--- src/rtl/xy_seq_pkg.sv ---
// xy_seq_pkg: shared types and constants for the
// x/y stimulus sequencer and its result checker.
package xy_seq_pkg;

  typedef enum logic [1:0] {
    IDLE  = 2'd0,
    DRIVE = 2'd1,
    DONE  = 2'd2
  } state_t;

  localparam int COMBO_W = 2;

  localparam logic [3:0] EXP_AND = 4'b1000;
  localparam logic [3:0] EXP_OR  = 4'b1110;
  localparam logic [3:0] EXP_XOR = 4'b0110;

endpackage

--- src/rtl/xy_result_chk.sv ---
// xy_result_chk: registers each finished truth vector,
// flags mismatches and keeps a saturating error count.
module xy_result_chk
  import xy_seq_pkg::*;
#(
  parameter int         ERR_W  = 8,
  parameter logic [3:0] EXPECT = EXP_AND
) (
  input  logic             clk,
  input  logic             rst_n,
  input  logic             vec_stb,
  input  logic [3:0]       vec_in,
  output logic             vec_valid,
  output logic [3:0]       truth_vec,
  output logic             mismatch,
  output logic [ERR_W-1:0] err_cnt
);

  logic miss;

  assign miss = vec_stb && (vec_in != EXPECT);

  // capture vector, one-cycle pulses, saturating errors
  always_ff @(posedge clk or negedge rst_n) begin
    if (!rst_n) begin
      vec_valid <= 1'b0;
      truth_vec <= '0;
      mismatch  <= 1'b0;
      err_cnt   <= '0;
    end else begin
      vec_valid <= vec_stb;
      mismatch  <= miss;
      if (vec_stb)
        truth_vec <= vec_in;
      if (miss && (err_cnt != '1))
        err_cnt <= err_cnt + ERR_W'(1);
    end
  end

endmodule

--- src/rtl/xy_stimulus_seq.sv ---
// xy_stimulus_seq: walks x/y through all four combos,
// samples z per combo and hands pass vectors to the checker.
module xy_stimulus_seq
  import xy_seq_pkg::*;
#(
  parameter int         ID_NUM      = 1,
  parameter int         HOLD_CYCLES = 2,
  parameter int         NUM_PASSES  = 3,
  parameter int         PASS_W      = 4,
  parameter logic [3:0] EXPECT      = EXP_AND,
  parameter int         ERR_W       = 8
) (
  input  logic              clk,
  input  logic              rst_n,
  input  logic              start,
  input  logic              abort,
  input  logic              z_in,
  output logic              x,
  output logic              y,
  output logic              busy,
  output logic              done,
  output logic              vec_valid,
  output logic [3:0]        truth_vec,
  output logic              mismatch,
  output logic [PASS_W-1:0] pass_cnt,
  output logic [ERR_W-1:0]  err_cnt,
  output logic [7:0]        id_out
);

  localparam logic [7:0] HOLD_LAST =
    8'(HOLD_CYCLES - 1);
  localparam logic [PASS_W-1:0] PASS_LAST =
    PASS_W'(NUM_PASSES);

  state_t             state, state_n;
  logic [COMBO_W-1:0] combo, combo_n;
  logic [7:0]         hold, hold_n;
  logic [2:0]         work, work_n;
  logic [PASS_W-1:0]  pass_n, pass_inc;
  logic               hold_end;
  logic               pass_end;
  logic [3:0]         full_vec;

  assign hold_end = (hold == HOLD_LAST);
  assign pass_inc = pass_cnt + PASS_W'(1);
  assign full_vec = {z_in, work};

  assign x      = (state == DRIVE) && combo[1];
  assign y      = (state == DRIVE) && combo[0];
  assign busy   = (state == DRIVE);
  assign done   = (state == DONE);
  assign id_out = 8'(ID_NUM);

  // state and counter registers
  always_ff @(posedge clk or negedge rst_n) begin
    if (!rst_n) begin
      state    <= IDLE;
      combo    <= '0;
      hold     <= '0;
      work     <= '0;
      pass_cnt <= '0;
    end else begin
      state    <= state_n;
      combo    <= combo_n;
      hold     <= hold_n;
      work     <= work_n;
      pass_cnt <= pass_n;
    end
  end

  // next state; abort wins over a pass end
  always_comb begin
    state_n  = state;
    combo_n  = combo;
    hold_n   = hold;
    work_n   = work;
    pass_n   = pass_cnt;
    pass_end = 1'b0;
    unique case (state)
      IDLE: begin
        if (start) begin
          state_n = DRIVE;
          combo_n = '0;
          hold_n  = '0;
          work_n  = '0;
          pass_n  = '0;
        end
      end
      DRIVE: begin
        if (abort) begin
          state_n = IDLE;
          combo_n = '0;
          hold_n  = '0;
          work_n  = '0;
        end else if (hold_end) begin
          hold_n  = '0;
          combo_n = combo + COMBO_W'(1);
          unique case (combo)
            2'd0: work_n[0] = z_in;
            2'd1: work_n[1] = z_in;
            2'd2: work_n[2] = z_in;
            default: begin
              pass_end = 1'b1;
              work_n   = '0;
              pass_n   = pass_inc;
              if (pass_inc == PASS_LAST)
                state_n = DONE;
            end
          endcase
        end else begin
          hold_n = hold + 8'd1;
        end
      end
      DONE: begin
        state_n = IDLE;
        combo_n = '0;
        hold_n  = '0;
      end
      default: state_n = IDLE;
    endcase
  end

  xy_result_chk #(
    .ERR_W  (ERR_W),
    .EXPECT (EXPECT)
  ) u_chk (
    .clk       (clk),
    .rst_n     (rst_n),
    .vec_stb   (pass_end),
    .vec_in    (full_vec),
    .vec_valid (vec_valid),
    .truth_vec (truth_vec),
    .mismatch  (mismatch),
    .err_cnt   (err_cnt)
  );

endmodule

--- config.mk ---
export PLATFORM = sky130hd
export DESIGN_NAME = xy_stimulus_seq
export DESIGN_NICKNAME = d
export VERILOG_FILES = /design/src/rtl/xy_seq_pkg.sv /design/src/rtl/xy_result_chk.sv /design/src/rtl/xy_stimulus_seq.sv
export SDC_FILE = /design/constraint.sdc
export NUM_CORES = 1
export LEC_CHECK = 0
export CAP_MARGIN = 20
export CORE_AREA = 2 2 85 87
export CTS_BUF_LIST = sky130_fd_sc_hd__clkbuf_2
export DETAILED_ROUTE_END_ITERATION = 8
export DIE_AREA = 0 0 87 89
export SETUP_SLACK_MARGIN = 0.15
export SYNTH_ARGS = -nofsm -noshare
export SYNTH_HDL_FRONTEND = slang
export SYNTH_SLANG_ARGS = --single-unit
--- constraint.sdc ---
create_clock -name clk -period 2.4 [get_ports clk]
set_input_delay 0.48 -clock clk [delete_from_list [all_inputs] [get_ports clk]]
set_output_delay 0.48 -clock clk [all_outputs]
set_load 0.02 [all_outputs]
* Word-level counts from Yosys, hierarchy flattened
Index checks and enable logic that the tools add are counted.
** Operators by class
- $add $sub $neg :: 4
- Equal/unequal tests :: 18
- Muxes and demuxes :: 30
- Reductions and logical operators :: 19
** Operators by type and width (number)
- 2-to-1 mux 8 bit :: 3
- case mux 8 bit (3 select lines) :: 1
- adder 8 x 1 -> 8 bit (second input constant) :: 2
- 2-to-1 mux 2 bit :: 8
- 2-to-1 mux 4 bit :: 4
- AND reduction 4 bit :: 4
- != test 3 bit (second input constant) :: 4
- 2-to-1 mux 3 bit :: 3
- == test 8 x 1 -> 1 bit (second input constant) :: 1
- != test 8 bit (second input constant) :: 1
- case mux 4 bit (2 select lines) :: 1
- != test 2 bit (second input constant) :: 3
- != test 3 x 2 -> 1 bit (second input constant) :: 2
- case mux 1 bit (2 select lines) :: 3
- case mux 2 bit (3 select lines) :: 1
- case mux 3 bit (2 select lines) :: 1
- OR reduction 2 bit :: 3
- AND reduction 5 bit :: 1
- adder 4 x 1 -> 4 bit (second input constant) :: 1
- == test 2 x 1 -> 1 bit (second input constant) :: 2
- == test 2 bit (second input constant) :: 2
- == test 4 x 2 -> 1 bit (second input constant) :: 1
- logical AND 1 bit :: 4
- zero test 2 bit :: 2
- 10 further kinds :: 13
** Word-level totals
- Bits in registers :: 33
- Bits of input ports :: 5
- Logic and storage cells :: 82

* Depth between registers and ports, before layout
- Word-level depth :: 8
- Mapped depth :: 7

* Cells and area by module
A second synthesis with hierarchy kept.
** Unflattened totals
- Cell total of the unflattened synthesis :: 179
- Area, all modules :: 1873.0 µm²
** By module, submodules not included
- xy_stimulus_seq :: times used 1, cells each 131, area an instance 1236.2 µm²
- xy_result_chk :: times used 1, cells each 48, area an instance 636.9 µm²

* Worst setup path after synthesis
No wires, ideal clock.
- Path kind :: reg-to-reg
- Start point :: register hold[1]
- End point :: register u_chk.err_cnt[1]
- Arrival :: 2.178 ns
- Required time :: 2.272 ns
- Slack :: 0.095 ns
- Stages on the path, launching flop included :: 8
- Clock period less this slack :: 2.305 ns
- Cell sequence :: dfrtp_1 > inv_1 > ha_1 > or4b_4 > or3_1 > buf_4 > nor3_4 > mux2_1
** Between the ends
- Longest elaborated chain between the ends :: 6
** RTL lines
- start, declared :: RTL line xy_stimulus_seq.sv:37 : logic [7:0] hold, hold_n;
- start signal, assigned :: RTL line xy_stimulus_seq.sv:65 : hold <= hold_n;
- == test 8 x 1 -> 1 bit :: RTL line xy_stimulus_seq.sv:44 : assign hold_end = (hold == HOLD_LAST);
- 2-to-1 mux 1 bit :: RTL line xy_stimulus_seq.sv:95 : end else if (hold_end) begin
- 2-to-1 mux 1 bit :: RTL line xy_stimulus_seq.sv:90 : if (abort) begin
- 2-to-1 mux 1 bit :: RTL line xy_stimulus_seq.sv:79 : unique case (state)
- logical AND 1 bit :: RTL line xy_result_chk.sv:21 : assign miss = vec_stb && (vec_in != EXPECT);
- logical AND 1 bit :: RTL line xy_result_chk.sv:35 : if (miss && (err_cnt != '1))
- end signal, assigned :: RTL line xy_result_chk.sv:36 : err_cnt <= err_cnt + ERR_W'(1);
- end, declared :: RTL line xy_result_chk.sv:16 : output logic [ERR_W-1:0] err_cnt
Every way passes these cells.
A chain may end at the register's enable or synchronous reset.

* Worst setup path after layout
- Start point :: input port abort
- End point :: register u_chk.truth_vec[2]
** Between the ends
- Longest elaborated chain between the ends :: 2
** RTL lines
- start, declared :: RTL line xy_stimulus_seq.sv:16 : input logic abort,
- 2-to-1 mux 1 bit :: RTL line xy_stimulus_seq.sv:90
- 2-to-1 mux 1 bit :: RTL line xy_stimulus_seq.sv:79
- end signal, assigned :: RTL line xy_result_chk.sv:34 : truth_vec <= vec_in;
- end, declared :: RTL line xy_result_chk.sv:14 : output logic [3:0] truth_vec,
Every way passes these cells.

==> flow_summary.toml <==
[synthesis]
yosys_register_bits = 33
synthTopCellsByArea = "dfrtp_1 (46%), ha_1 (6.3%), mux2_1 (5.0%), buf_4 (3.8%), xor2_1 (3.4%)"
synth-edff-count = 0
yosys_most_used_dff = "dfrtp_1"
yosysTopAreaCell = "dfrtp_1"
yosysSeqAreaShare_pct = 46.2
synth_top_area_share_pct = 46.2
ys_async_sr_fraction_pct = 100
syn_area_um2 = 1790
synthCells = 170
ys_warn_count = 0
syn-mean-instance-area_um2 = 10.5
yosys.cell_types.count = 40

[die]
initial_utilization_pct = 26.6
ioPinCount = 35
die-area_um2 = 7740
die_w_um = 87
num_rows = 30
fp.dieH_um = 89
core-area_um2 = 6720

[clocking]
insertion_delay_ns = 0.35
clk_pin_slew_worst_paths_ns = 0.16
cts-root-buf = "clkbuf_2"
h-tree-depth = 2
cts_sinks = 33
clockBufferDepth = 2
cts_tree = "built"
cts_buffers = 5
hold_buffers = 0

[placement]
dp.cells = 286
dp_slack_ns = -0.165
gp_congestion = 0.746
dp_hpwl_um = 2790
io_buffer_count = 26
postPlaceCellArea_um2 = 2200

[pwr]
power_leakage_nw = 1.08
ir_drop_mv = 0.451
power_per_cell_area_nw_per_um2 = 679

[critical_path]
cp-end-kind = "flop"
cpMaxStageDelayCell = "or4bb_4"
r2r_cells = 5
cp-start-kind = "primary input"
critPathMaxFanout = 8
critical_path_required_ns = 2.66
critPathKind = "in -> reg"
critPathMaxStageDelay_ns = 0.57
crit_path_cell_trace = "clkdlybuf4s50_1, or4bb_4, or3_4, buf_4, mux2_1"
critical_path_arrival_ns = 2.42

[layout]
fin_nets = 230
fin_util_pct = 34.5
syn2layout_area_growth_pct = 29.8
final_common_cell = "dfrtp_1"
num_antenna_cells = 0
postLayoutCellArea_um2 = 2320
drive_gt1_share_pct = 17.1
final_cells = 297
final_cell_mix = "dfrtp_1 (32), clkdlybuf4s50_1 (23), buf_4 (17)"

[route]
firstDrtPassIters = 4
finalWirelength_um = 3740
antenna_left = 0
num_vias = 1389
avgRoutedWirePerCell_um = 12.6
viasPerCell = 4.68
drc = 0
drt_iter0_drc = 58

[grt]
grt_pass1_wl_um = 6450
grt-ovfl-total = 0
track_usage_pct = 10.4
antenna_found_initial = 0
first_global_vias = 1370
grt_max_degree = 34

[timing]
worst_hold_slack_ns = 0.508
worst_clock_skew_ns = 0.00940
tightestPinTransition_ns = 0.508
rsz0062_at_grt = "true"
post-route-period-util_pct = 89.8
slew_violations = 0
hold_viol = 0
finalSetupViolCount = 0
period_needed_ns = 2.16
worst_slack_ns = 0.244
max_freq_ghz = 0.464
max-slew-margin-rel_pct = 66.0

[min_path]
hold_path_class = "in -> async"

[job]
maxCapViolations = 0

[outcome]
status = "completed"
==> report_power, final <==
part	total, W	switching [W]	internal (W)
logic	0.000548	0.000302	0.000246
registers	0.000665	0.0000548	0.000610
clock network	0.000362	0.000184	0.000178
==> critical path, delay by kind of cell <==
kind,cells,cell delay (ns)
and+or+nand+nor,2,1.00
muxes,1,0.31
buffers and inverters,2,0.63
==> per-layer routing <==
metal,vias up,share of wire [%],global-route usage [%]
li1,695,-,-
met1,661,49,14.1
met2,31,46,16.4
met3,2,5.0,2.77
met4,0,0.32,2.56
met5,-,0,0
==> Yosys cell counts (2+ instances only) <==
| cell type | count |
|---|---|
| and2_1 | 4 |
| nand3_1 | 7 |
| nor2b_1 | 2 |
| o21ai_1 | 4 |
| nor3b_1 | 2 |
| a21o_1 | 2 |
| inv_1 | 5 |
| nor3_1 | 2 |
| ha_1 | 9 |
| o31ai_1 | 5 |
| or3_1 | 4 |
| xor2_1 | 7 |
| a31oi_1 | 2 |
| mux2_1 | 8 |
| buf_4 | 9 |
| and3_1 | 6 |
| nand2b_1 | 4 |
| dfrtp_1 | 33 |
| a21oi_1 | 8 |
| nor4b_1 | 3 |
| or4_1 | 3 |
| nor2_1 | 7 |
| conb_1 | 2 |
| nand2_1 | 9 |
| o2bb2ai_1 | 2 |
| nand4_1 | 5 |
| o21ai_0 | 3 |
==> flip-flops by register name, indices dropped and copies added, names as in the netlist <==
| signal | count |
|---|---|
| u_chk.mismatch | 1 |
| u_chk.vec_valid | 1 |
| combo | 2 |
| u_chk.err_cnt | 8 |
| state | 2 |
| u_chk.truth_vec | 4 |
| work | 3 |
| hold | 8 |
| pass_cnt | 4 |
==> cells by family (layout without fill, tap and decap cells) <==
logic type | count (synthesis) | after routing | synth area share [%]
buffers and inverters | 16 | 57 | 5.32
other | 2 | 8 | 0.420
xor gates and xnor gates | 7 | 7 | 3.43
adders and majority gates | 9 | 9 | 6.30
AOI/OAI and AO/OA | 29 | 29 | 10.1
DFF | 33 | 33 | 46.2
and+or+nand+nor | 65 | 65 | 22.5
muxes | 9 | 9 | 5.67
==> area by class of cell <==
type	instances	area, um2
Clock buffer	6	30.0
Inverter	6	22.5
Sequential cell	33	827
Clock inverter	2	33.8
Tap cell	80	100
Timing Repair Buffer	43	388
Multi-Input combinational cell	127	917
Fill cell	707	4400
==> timing repair <==
item | CTS | global route
gates resized for setup | 3 | 8
pin swaps | 1 | 4
endpoints found under the setup margin | 4 | 13
hold endpoints to repair | 0 | 0
setup buffers | 1 | 2
==> worst paths after layout <==
check / from / slack [ns] / to
setup / recovery: abort / 0.24 / u_chk.truth_vec[2]
min in group clk: u_chk.truth_vec[1] / 0.52 / u_chk.truth_vec[1]
hold / removal: rst_n / 0.51 / work[0]
hold reg to reg: u_chk.truth_vec[1] / 0.52 / u_chk.truth_vec[1]
max in group asynchronous: rst_n / 1.57 / state[0]
setup reg to reg: combo[1] / 0.26 / u_chk.truth_vec[2]
==> metrics by stage <==
stage / TNS [ns] / power, W
finish: 0 / 0.00158
CTS: 0 / 0.00157
floorplan: 0 / 0.000999
detailed placement: -0.947 / 0.00121
global placement: -0.726 / 0.00120
global route: 0 / 0.00169
Power figures use the tool's default switching activity.
